[src/rtl/layer_ram_pkg.sv]
// Shared types for the layer-RAM path (arbiter, read cache, SDRAM controller wrapper).
// tag_of packs {layer, addr >> index_w} right-aligned in the widest possible tag.
package layer_ram_pkg;
  localparam int LAYER_W             = 6;
  localparam int ADDR_W              = 24;
  localparam int DATA_W              = 16;
  localparam int CACHE_DEPTH_DEFAULT = 32;
  localparam int TAG_MAX_W           = LAYER_W + ADDR_W;

  typedef logic [LAYER_W-1:0]   layer_t;
  typedef logic [ADDR_W-1:0]    word_addr_t;
  typedef logic [DATA_W-1:0]    word_t;
  typedef logic [TAG_MAX_W-1:0] tag_max_t;

  // The low LAYER_W+ADDR_W-index_w bits of the result form the cache tag.
  function automatic tag_max_t tag_of(input layer_t layer, input word_addr_t addr,
                                      input int unsigned index_w);
    tag_max_t t;
    t = (tag_max_t'(layer) << (ADDR_W - index_w)) | tag_max_t'(addr >> index_w);
    return t;
  endfunction
endpackage

[src/rtl/layer_ram_cache.sv]
// Direct-mapped one-word-per-entry read cache for layer pixel data.
// Combinational lookup; fills overwrite the indexed entry; rst low flushes everything.
module layer_ram_cache
  import layer_ram_pkg::*;
#(
  parameter int CACHE_DEPTH = CACHE_DEPTH_DEFAULT
) (
  input  logic              clk,
  input  logic              rst,
  input  logic              write_en,
  input  logic [LAYER_W-1:0] layer,
  input  logic [ADDR_W-1:0] addr_words,
  input  logic [DATA_W-1:0] data_i,
  output logic [DATA_W-1:0] data_o,
  output logic              data_o_valid
);
  localparam int INDEX_W = $clog2(CACHE_DEPTH);
  localparam int TAG_W   = LAYER_W + ADDR_W - INDEX_W;

  logic [CACHE_DEPTH-1:0] valid;
  logic [TAG_W-1:0]       tag_mem  [CACHE_DEPTH];
  logic [DATA_W-1:0]      data_mem [CACHE_DEPTH];

  logic [INDEX_W-1:0] idx;
  logic [TAG_W-1:0]   cur_tag;
  logic               hit;

  assign idx     = addr_words[INDEX_W-1:0];
  assign cur_tag = {layer, addr_words[ADDR_W-1:INDEX_W]};

  // The async clear holds valid at 0 for as long as rst is low, so fills are dropped.
  always_ff @(posedge clk or negedge rst) begin
    if (!rst)          valid      <= '0;
    else if (write_en) valid[idx] <= 1'b1;
  end

  // Tag/data may be written during reset: the entry stays invalid until a real fill
  // rewrites both fields, so no reset gating is needed here.
  always_ff @(posedge clk) begin
    if (write_en) begin
      tag_mem[idx]  <= cur_tag;
      data_mem[idx] <= data_i;
    end
  end

  assign hit          = valid[idx] && (tag_mem[idx] == cur_tag);
  assign data_o_valid = hit;
  assign data_o       = hit ? data_mem[idx] : '0;
endmodule

[config.mk]
export PLATFORM = sky130hd
export DESIGN_NAME = layer_ram_cache
export DESIGN_NICKNAME = d
export VERILOG_FILES = /design/src/rtl/layer_ram_pkg.sv /design/src/rtl/layer_ram_cache.sv
export SDC_FILE = /design/constraint.sdc
export NUM_CORES = 1
export LEC_CHECK = 0
export ABC_AREA = 1
export BUFFER_PORTS_ARGS = -buffer_cell sky130_fd_sc_hd__clkbuf_2
export CORE_MARGIN = 4
export CORE_UTILIZATION = 35
export DETAILED_ROUTE_END_ITERATION = 12
export PLACE_DENSITY = 0.55
export SLEW_MARGIN = 20
export SYNTH_ARGS = -nofsm -noshare
export SYNTH_HDL_FRONTEND = slang
export SYNTH_SLANG_ARGS = --single-unit
[constraint.sdc]
create_clock -name clk -period 2.95 [get_ports clk]
set_clock_uncertainty 0.05 [all_clocks]
set_input_delay 0.59 -clock clk [delete_from_list [all_inputs] [get_ports clk]]
set_output_delay 0.59 -clock clk [all_outputs]
set_load 0.1 [all_outputs]
; ---- Yosys cells after proc, flatten, opt, wreduce, memory -nomap -nowiden
; Memories as Yosys holds them, arrays and structs flattened.
; Index checks and enable logic that the tools add are counted.
[op_classes]
n_addsub = 0
mul = 0
div_mod_pow = 0
order_cmp = 2
n_eq_ne = 1
shifts = 0
muxes = 7
bitwise = 1
n_reduce_logical = 2
[ops]
columns = operator, n
row1 = 32-bit OR, 1
row2 = 25-bit equality test, 1
row3 = 16-bit two-way mux, 1
row4 = 5-bit by 6-bit less-than comparator with 1-bit output (second input constant), 1
row5 = 1-bit binary-select mux with 5-bit select, 1
row6 = 1-bit demux with 5-bit select, 1
row7 = 5-bit by 1-bit greater-or-equal comparator with 1-bit output (second input constant), 1
row8 = 1-bit two-way mux, 4
row9 = 1-bit logical AND, 2
[totals]
regBits = 32
latch_bits = 0
ramBits = 1312
mem_bits_ro = 0
inputBits = 49
output_inout_bits = 17
n_memories = 2
[mem_list]
columns = memory, words, width, read_ports, rd_ports_with_merged_regs, wr, line
row1 = tag_mem, 32, 25, 1, 0, 1, layer_ram_cache.sv:21  ; logic [TAG_W-1:0] tag_mem [CACHE_DEPTH];
row2 = data_mem, 32, 16, 1, 0, 1, layer_ram_cache.sv:22  ; logic [DATA_W-1:0] data_mem [CACHE_DEPTH];

; ---- Longest topological paths before layout
; Gate-level depths: netlist (run 1).
[logic_depth]
ltp_word = 5
depth_mapped = 20
depth_no_buf = 16

; ---- Least setup slack after synthesis (run 1)
; No wires, ideal clock.
[synth_timing]
kind = in2out
from = in addr_words[1]
to = out data_o[5]
arrival_ns = 4.209
path_slack_ns = -1.899
stages = 11
cell_sequence = buf_4 > buf_4 > buf_4 > clkbuf_1 > clkbuf_1 > nor3_1 > o31ai_1 > nand4_1 > nor2_1 > nand3_1 > nor3_1
[synth_via]
elab_chain_len = 4
elab_cells_between_ends = 7
classes_between = 1 x eq/ne / 3 x mux / 1 x reduce/logical / 2 x memory
[synth_rtl]
columns = element, line
row1 = from (decl), layer_ram_cache.sv:12  ; input logic [ADDR_W-1:0] addr_words,
row2 = memory 32 x 25 bit / 1-bit binary-select mux with 5-bit select (equally long branches), n/a
row3 = 25-bit equality test / 1-bit two-way mux (equally long branches), layer_ram_cache.sv:46  ; assign hit = valid[idx] && (tag_mem[idx] == cur_tag);
row4 = 1-bit logical AND, layer_ram_cache.sv:46
row5 = 16-bit two-way mux *, layer_ram_cache.sv:48  ; assign data_o = hit ? data_mem[idx] : '0;
row6 = to (decl), layer_ram_cache.sv:14  ; output logic [DATA_W-1:0] data_o,
; Every way passes the cells marked *; elsewhere a longest branch is shown, timed or not. The select of a mux whose other input is x is not followed.

; ---- Final worst setup path (run 1)
[layout_timing]
from = in addr_words[0]
to = out data_o[0]
; The elaborated chain is that of the path after synthesis.

==> results of run 1 <==
==> placed cells by master (no fill, tap or decap), types with 42 or more instances in the layout <==
cell type,synthesis,final
nand2_1,1788,1762
edfxtp_1,1312,1312
nor3_1,296,286
buf_4,11,270
clkbuf_16,0,147
buf_12,0,142
nand3_1,140,139
o22ai_1,139,139
o31ai_1,83,83
nor2_1,129,68
clkbuf_2,0,46
nor2_4,0,42
==> flip-flops by register name (all words and copies together), names as in the netlist <==
signal and cells:
tag_mem 800, valid 32, data_mem 512
==> worst paths after layout <==
check	from	end	slack, ps	depth (start not counted)
hold / removal	addr_words[13]	tag_mem[19][8]	70	1
hold reg to reg	valid[27]	valid[27]	410	2
min in group asynchronous	rst	valid[14]	590	2
setup reg to reg	valid[28]	valid[28]	2100	1
max in group asynchronous	rst	valid[1]	1700	2
setup / recovery	addr_words[0]	data_o[0]	-840	19
==> power by group through the flow <==
stage,Clock (mW),Combinational (mW),Sequential [mW]
floorplan,0,1.32,21.7
global placement,0,2.66,21.7
detailed placement,0,2.67,21.7
CTS,16.7,2.69,21.3
global route,17.5,2.99,21.3
finish,16.5,2.76,21.3
==> kinds of logic after synthesis <==
family                 count (synthesis)  synth area share [%]
DFF                                 1344                  75.4
buffers and inverters                286                  2.44
AOI/OAI and AO/OA                    303                  3.64
and+or+nand+nor                     2418                  18.5
==> cell type report <==
cell class	count	area, µm²
diodes	3	7.51
clock buffers	176	3660
clock inverters	62	519
fillers	13800	85500
inverters	45	204
multi-input cells	2721	12400
flip-flops and latches	1344	40200
well taps	2016	2520
repair buffers	477	5430
==> timing repair <==
item / in CTS / in global routing
hold buffers: 1 / 0
cloned: 2 / 6
hold endpoints to repair: 32 / 0
setup endpoints to repair: 17 / 17
resized for setup: 19 / 67
pin swaps: 14 / 51
setup buffers: 4 / 5
==> through the flow <==
stage               std cells  hold slack [ps]  TNS (ps)  utilization [%]
floorplan                4351              244    -13640                -
global placement         6590              385    -36910             40.1
detailed placement       6590              396    -48160             40.1
CTS                      6835             37.2    -16300             43.0
global route             6844             66.6    -16390             43.2
finish                   6844             73.3    -13740             43.2
==> metal layers <==
metal | part of all wire [%] | vias to the layer above
met5 | 0.016 | -
met4 | 3.2 | 4
met3 | 8.2 | 275
met2 | 46 | 1427
met1 | 43 | 17400
li1 | - | 16100
==> worst max-delay path: cells and delay by family <==
kind                   cells  cell delay, ps
and+or+nand+nor           13            1370
buffers and inverters      6            1110
==> impl_metrics.tcl, run 1 <==
set metrics [dict create \
    first_pass_iters 6 \
    synth_edf_count 1312 \
    synth_area_per_cell_um2 12.2 \
    syn_inst 4351 \
    track_usage_pct 20.3 \
    synth_most_common_cell "nand2_1" \
    die-width_um 398 \
    grt_pass1_wl_mm 235 \
    yosys_register_bits 1344 \
    yosysUniqueCellTypes 30 \
    busiest_layer "met2" \
    slew_violations 0 \
    wl_mm 164 \
    synthArstFlopShare_pct 2.38 \
    power.density_nw_per_um2 624 \
    pre_cts_ws_ps -961 \
    cap_violations 0 \
    use_met1_pct 28.4 \
    dr.first_iter.drc_count 3553 \
    power.share.combinational_pct 6.8 \
    setup_viol 17 \
    finalHoldViolCount 0 \
    die_area_um2 159000 \
    slew_headroom_pct 40.7 \
    yosys.area.top_type "edfxtp_1" \
    syn2layout_area_growth_pct 22.0 \
    rsz0062_at_grt "true" \
    core-area_um2 150000 \
    path_common_cell "nand2_1" \
    p_leak_nw 24.0 \
    hpwlAfterDp_mm 96.9 \
    switching_share_pct 22.8 \
    max_freq_mhz 264 \
    layout-drive-gt1-share_pct 16.6 \
    wl_per_cell_um 23.9 \
    fin_ws_ps -839 \
    synthFlopType "edfxtp_1" \
    antenna_found_initial 9 \
    insertion_delay_ps 760 \
    fin_area_um2 65000 \
    routabilityCongestion 0.809 \
    antenna_left 0 \
    internal_power_mw 31.3 \
    grt_overflow 0 \
    clkTransAtPathRegs_ps 60 \
    fin_crit_sh_pct 128 \
    grt_util_met3_pct 4.40 \
    placement_rows 142 \
    io_buffers 65 \
    start_util_pct 35.4 \
    synth_common_cells "nand2_1 (1788), edfxtp_1 (1312), nor3_1 (296)" \
    end_kind "primary output" \
    ctsRootBufferMaster "clkbuf_16" \
    syn_area_um2 53300 \
    cts_tree "yes" \
    required_ps 2310 \
    crit_arrival_ps 3150 \
    slowest_stage "buf_6" \
    critPathMaxFanout 25 \
    numCtsBuffers 138 \
    p_clk_share_pct 40.6 \
    htreeDepth 4 \
    ys_warn_count 0 \
    via_per_inst 5.15 \
    period_minus_slack_ps 3790 \
    hp-class "input port to flip-flop" \
    worst_pin_slew_ps 890 \
    power.total_mw 40.6 \
    grt_max_degree 64 \
    die-height_um 398 \
    synth_fp_nets 4400 \
    outcome "finished, violations left" \
    power_frac_seq_pct 52.6 \
    vias 35200 \
    slowest_delay_ps 230 \
    synth_top_area_share_pct 73.9 \
    start_kind "input port" \
    grt_pass1_vias 33700 \
    nets 4776 \
    seq_area_frac_synth_pct 75.4 \
    worst-setup-path-type "input port to primary output" \
    cp_cell_sequence "buf_12, nand2_4, inv_6, buf_12, buf_12, nand2_1, nand3_1, nand2_1, nand2_1, nor2_4, nand2_1, nand2_1, nand2_1, nand2_2, nor2_4, nand3_4, buf_6, nor3_4, buf_12" \
    power.switching_mw 9.26 \
    worst_ir_drop_vdd_uv 552 \
    route.detailed.drc 0 \
    pin_count 66 \
    use_met2_pct 31.4 \
    synthTopCellsByArea "edfxtp_1 (74%), nand2_1 (13%), nor3_1 (2.8%)" \
    postPlaceCellArea_um2 60300 \
    cts_num_sinks 1344 \
    clockBufferDepth 3 \
    violations "setup timing" \
]
Power figures use the tool's default switching activity.
==> run 2: changes to the inputs <==
--- a/config.mk
+++ b/config.mk
@@ -5,8 +5,8 @@
 export SDC_FILE = /design/constraint.sdc
 export NUM_CORES = 1
 export LEC_CHECK = 0
-export ABC_AREA = 1
 export BUFFER_PORTS_ARGS = -buffer_cell sky130_fd_sc_hd__clkbuf_2
+export CORE_ASPECT_RATIO = 1.75
 export CORE_MARGIN = 4
 export CORE_UTILIZATION = 35
 export DETAILED_ROUTE_END_ITERATION = 12
==> impl_metrics.tcl, run 2 <==
set metrics [dict create \
    start_util_pct 35.2 \
    die_area_um2 154000 \
    placement_rows 186 \
    clockBufferDepth 3 \
    syn2layout_area_growth_pct 24.6 \
    worst-setup-path-type "input port to primary output" \
    grt_max_degree 95 \
    worst_pin_slew_ps 840 \
    synthArstFlopShare_pct 2.38 \
    slowest_delay_ps 530 \
    end_kind "primary output" \
    synth_fp_nets 2618 \
    cts_tree "yes" \
    die-height_um 516 \
    cp_cell_sequence "buf_16, buf_16, buf_4, buf_4, buf_4, mux2i_2, o22ai_1, or2_2, or4_4, a211oi_4, buf_12, buf_12, nand3_1, nor4_4, buf_12" \
    yosys.area.top_type "edfxtp_1" \
    die-width_um 298 \
    critPathMaxFanout 9 \
    core-area_um2 147000 \
    outcome "finished, violations left" \
    numCtsBuffers 111 \
    synth_common_cells "edfxtp_1 (1312), mux2i_1 (400), o22ai_1 (266)" \
    synth_edf_count 1312 \
    power.total_mw 39.5 \
    worst_ir_drop_vdd_uv 491 \
    first_pass_iters 5 \
    final_cell_count_no_fill 5041 \
    dpl.cell_count 4794 \
    routabilityCongestion 0.854 \
    grt_pass1_wl_mm 220 \
    finalHoldViolCount 0 \
    largest_reg_flops 800 \
    violations "setup timing" \
    grt_overflow 0 \
    io_buffers 65 \
    pin_count 66 \
    critical_path.top_delay_family "simple AND/OR/NAND/NOR gates" \
    yosys_register_bits 1344 \
    via_per_inst 5.48 \
    synth_most_common_cell "edfxtp_1" \
    route.detailed.drc 0 \
    slew_violations 0 \
    slowest_stage "or4_4" \
    setup_viol 17 \
    cap_violations 0 \
    period_minus_slack_ps 4410 \
    synth_area_per_cell_um2 20.1 \
    ys_warn_count 0 \
    start_kind "input port" \
    finish.utilization_pct 43.8 \
    track_usage_pct 20.1 \
    synth_top_area_share_pct 76.4 \
    insertion_delay_ps 720 \
    required_ps 2310 \
    fin_area_um2 64200 \
    postPlaceCellArea_um2 59200 \
    hpwlAfterDp_mm 103 \
    fin_ws_ps -1460 \
    fin_crit_sh_pct 149 \
    syn_inst 2569 \
    critPathBufInv 8 \
    top_regs "tag_mem: 800 flops, data_mem: 512 flops, valid: 32 flops" \
    layout_commonest_cell "edfxtp_1" \
    syn_area_um2 51600 \
    layout-drive-gt1-share_pct 32.3 \
    p_leak_nw 22.0 \
    layout_common_cells "edfxtp_1 (1312), mux2i_1 (388), buf_4 (286), o22ai_1 (254), buf_12 (162)" \
    synthTopCellsByArea "edfxtp_1 (76%), mux2i_1 (7.8%), mux4_2 (5.9%)" \
    grt_pass1_vias 29100 \
    power.density_nw_per_um2 615 \
    max_freq_mhz 227 \
    wl_per_cell_um 31.4 \
    vias 27600 \
    nets 3109 \
    yosysUniqueCellTypes 44 \
    rsz0062_at_grt "true" \
    seq_area_frac_synth_pct 78.0 \
    ctsRootBufferMaster "clkbuf_16" \
    clkTransAtPathRegs_ps 60 \
    cts_num_sinks 1344 \
    slew_headroom_pct 44.0 \
    synthFlopType "edfxtp_1" \
    largest-register "tag_mem" \
    antenna_left 0 \
    final.setup.tns_ps -24320 \
    antenna_found_initial 2 \
    dr.first_iter.drc_count 2390 \
    crit_arrival_ps 3770 \
    wl_mm 158 \
    htreeDepth 3 \
    hp-class "input port to flip-flop" \
]
## run 2: changes by cell type after synthesis, sizes merged, moves of 38 or more
cell | previous run | this run
buf | 151 | 95
mux2i | 0 | 400
mux4 | 0 | 136
nand2 | 1789 | 6
nand3 | 141 | 20
nor2 | 130 | 35
nor3 | 310 | 1
nor4 | 0 | 83
o21ai | 41 | 3
o22ai | 139 | 266
o31ai | 83 | 3
## run 2: logic make-up after synthesis
| logic type | after synthesis | share of synthesized area [%] |
|---|---|---|
| flops | 1344 | 78.0 |
| buf+inv | 154 | 1.68 |
| compound gates | 294 | 3.56 |
| xor+xnor | 2 | 0.0340 |
| simple gates | 239 | 3.06 |
| mux | 536 | 13.7 |
## run 2: final timing paths
kind                               startpoint         endpoint  slack, ps  cells after the start
worst max-delay path            addr_words[0]        data_o[1]      -1460                     15
worst min register to register       valid[9]         valid[9]        420                      1
min in group asynchronous                 rst        valid[10]        550                      2
worst max register to register      valid[17]        valid[17]       1990                      2
max in group asynchronous                 rst        valid[28]       1740                      2
worst min-delay path                 layer[0]  tag_mem[19][19]        110                      1
## run 2: routing by layer
| layer | routed length [µm] | vias up | GRT usage, % | part of all wire (%) |
|---|---|---|---|---|
| li1 | - | 11700 | - | - |
| met3 | 6840 | 274 | 2.35 | 4.3 |
| met2 | 86400 | 936 | 37.8 | 55 |
| met1 | 58100 | 14700 | 23.0 | 37 |
| met5 | 13 | - | 0 | 0.0082 |
| met4 | 6910 | 2 | 8.56 | 4.4 |
## run 2: worst register-to-register path, cell delays in order, from the launching register on
cell	delay (ps)
dfrtp_1	390
buf_4	130
or2_2	280
## run 2: report_power, final
| group | leakage (nW) | internal, mW | switching (mW) |
|---|---|---|---|
| clock | 1.86 | 8.58 | 6.89 |
| sequential | 12.2 | 21.3 | 0.0995 |
| combinational | 7.93 | 1.18 | 1.53 |
## run 2: layout make-up
type                       instances  area [µm²]
fill                           12600       82400
sequential                      1344       40200
multi-input combinational       1071       11500
timing repair buffer             526        6310
clock buffer                     136        3020
tap                             1880        2350
clock inverter                    76         832
inverter                           6        22.5
antenna                            2        5.00
## run 2: what timing repair did
action | CTS | global route
setup endpoints to repair | 17 | 17
hold endpoints to repair | 32 | 0
gates resized for setup | 66 | 56
hold buffers | 1 | 0
pin swaps | 26 | 31
setup buffers | 5 | 17
cloned | 7 | 3
## run 2: stage by stage
| step | hold WS, ps | setup WS [ps] |
|---|---|---|
| 2_1_floorplan | 244 | -1820 |
| 3_3_place_gp | 396 | -1810 |
| 3_5_place_dp | 399 | -1800 |
| 4_1_cts | 57.0 | -1500 |
| 5_1_grt | 90.0 | -1550 |
| 6_report | 106 | -1460 |
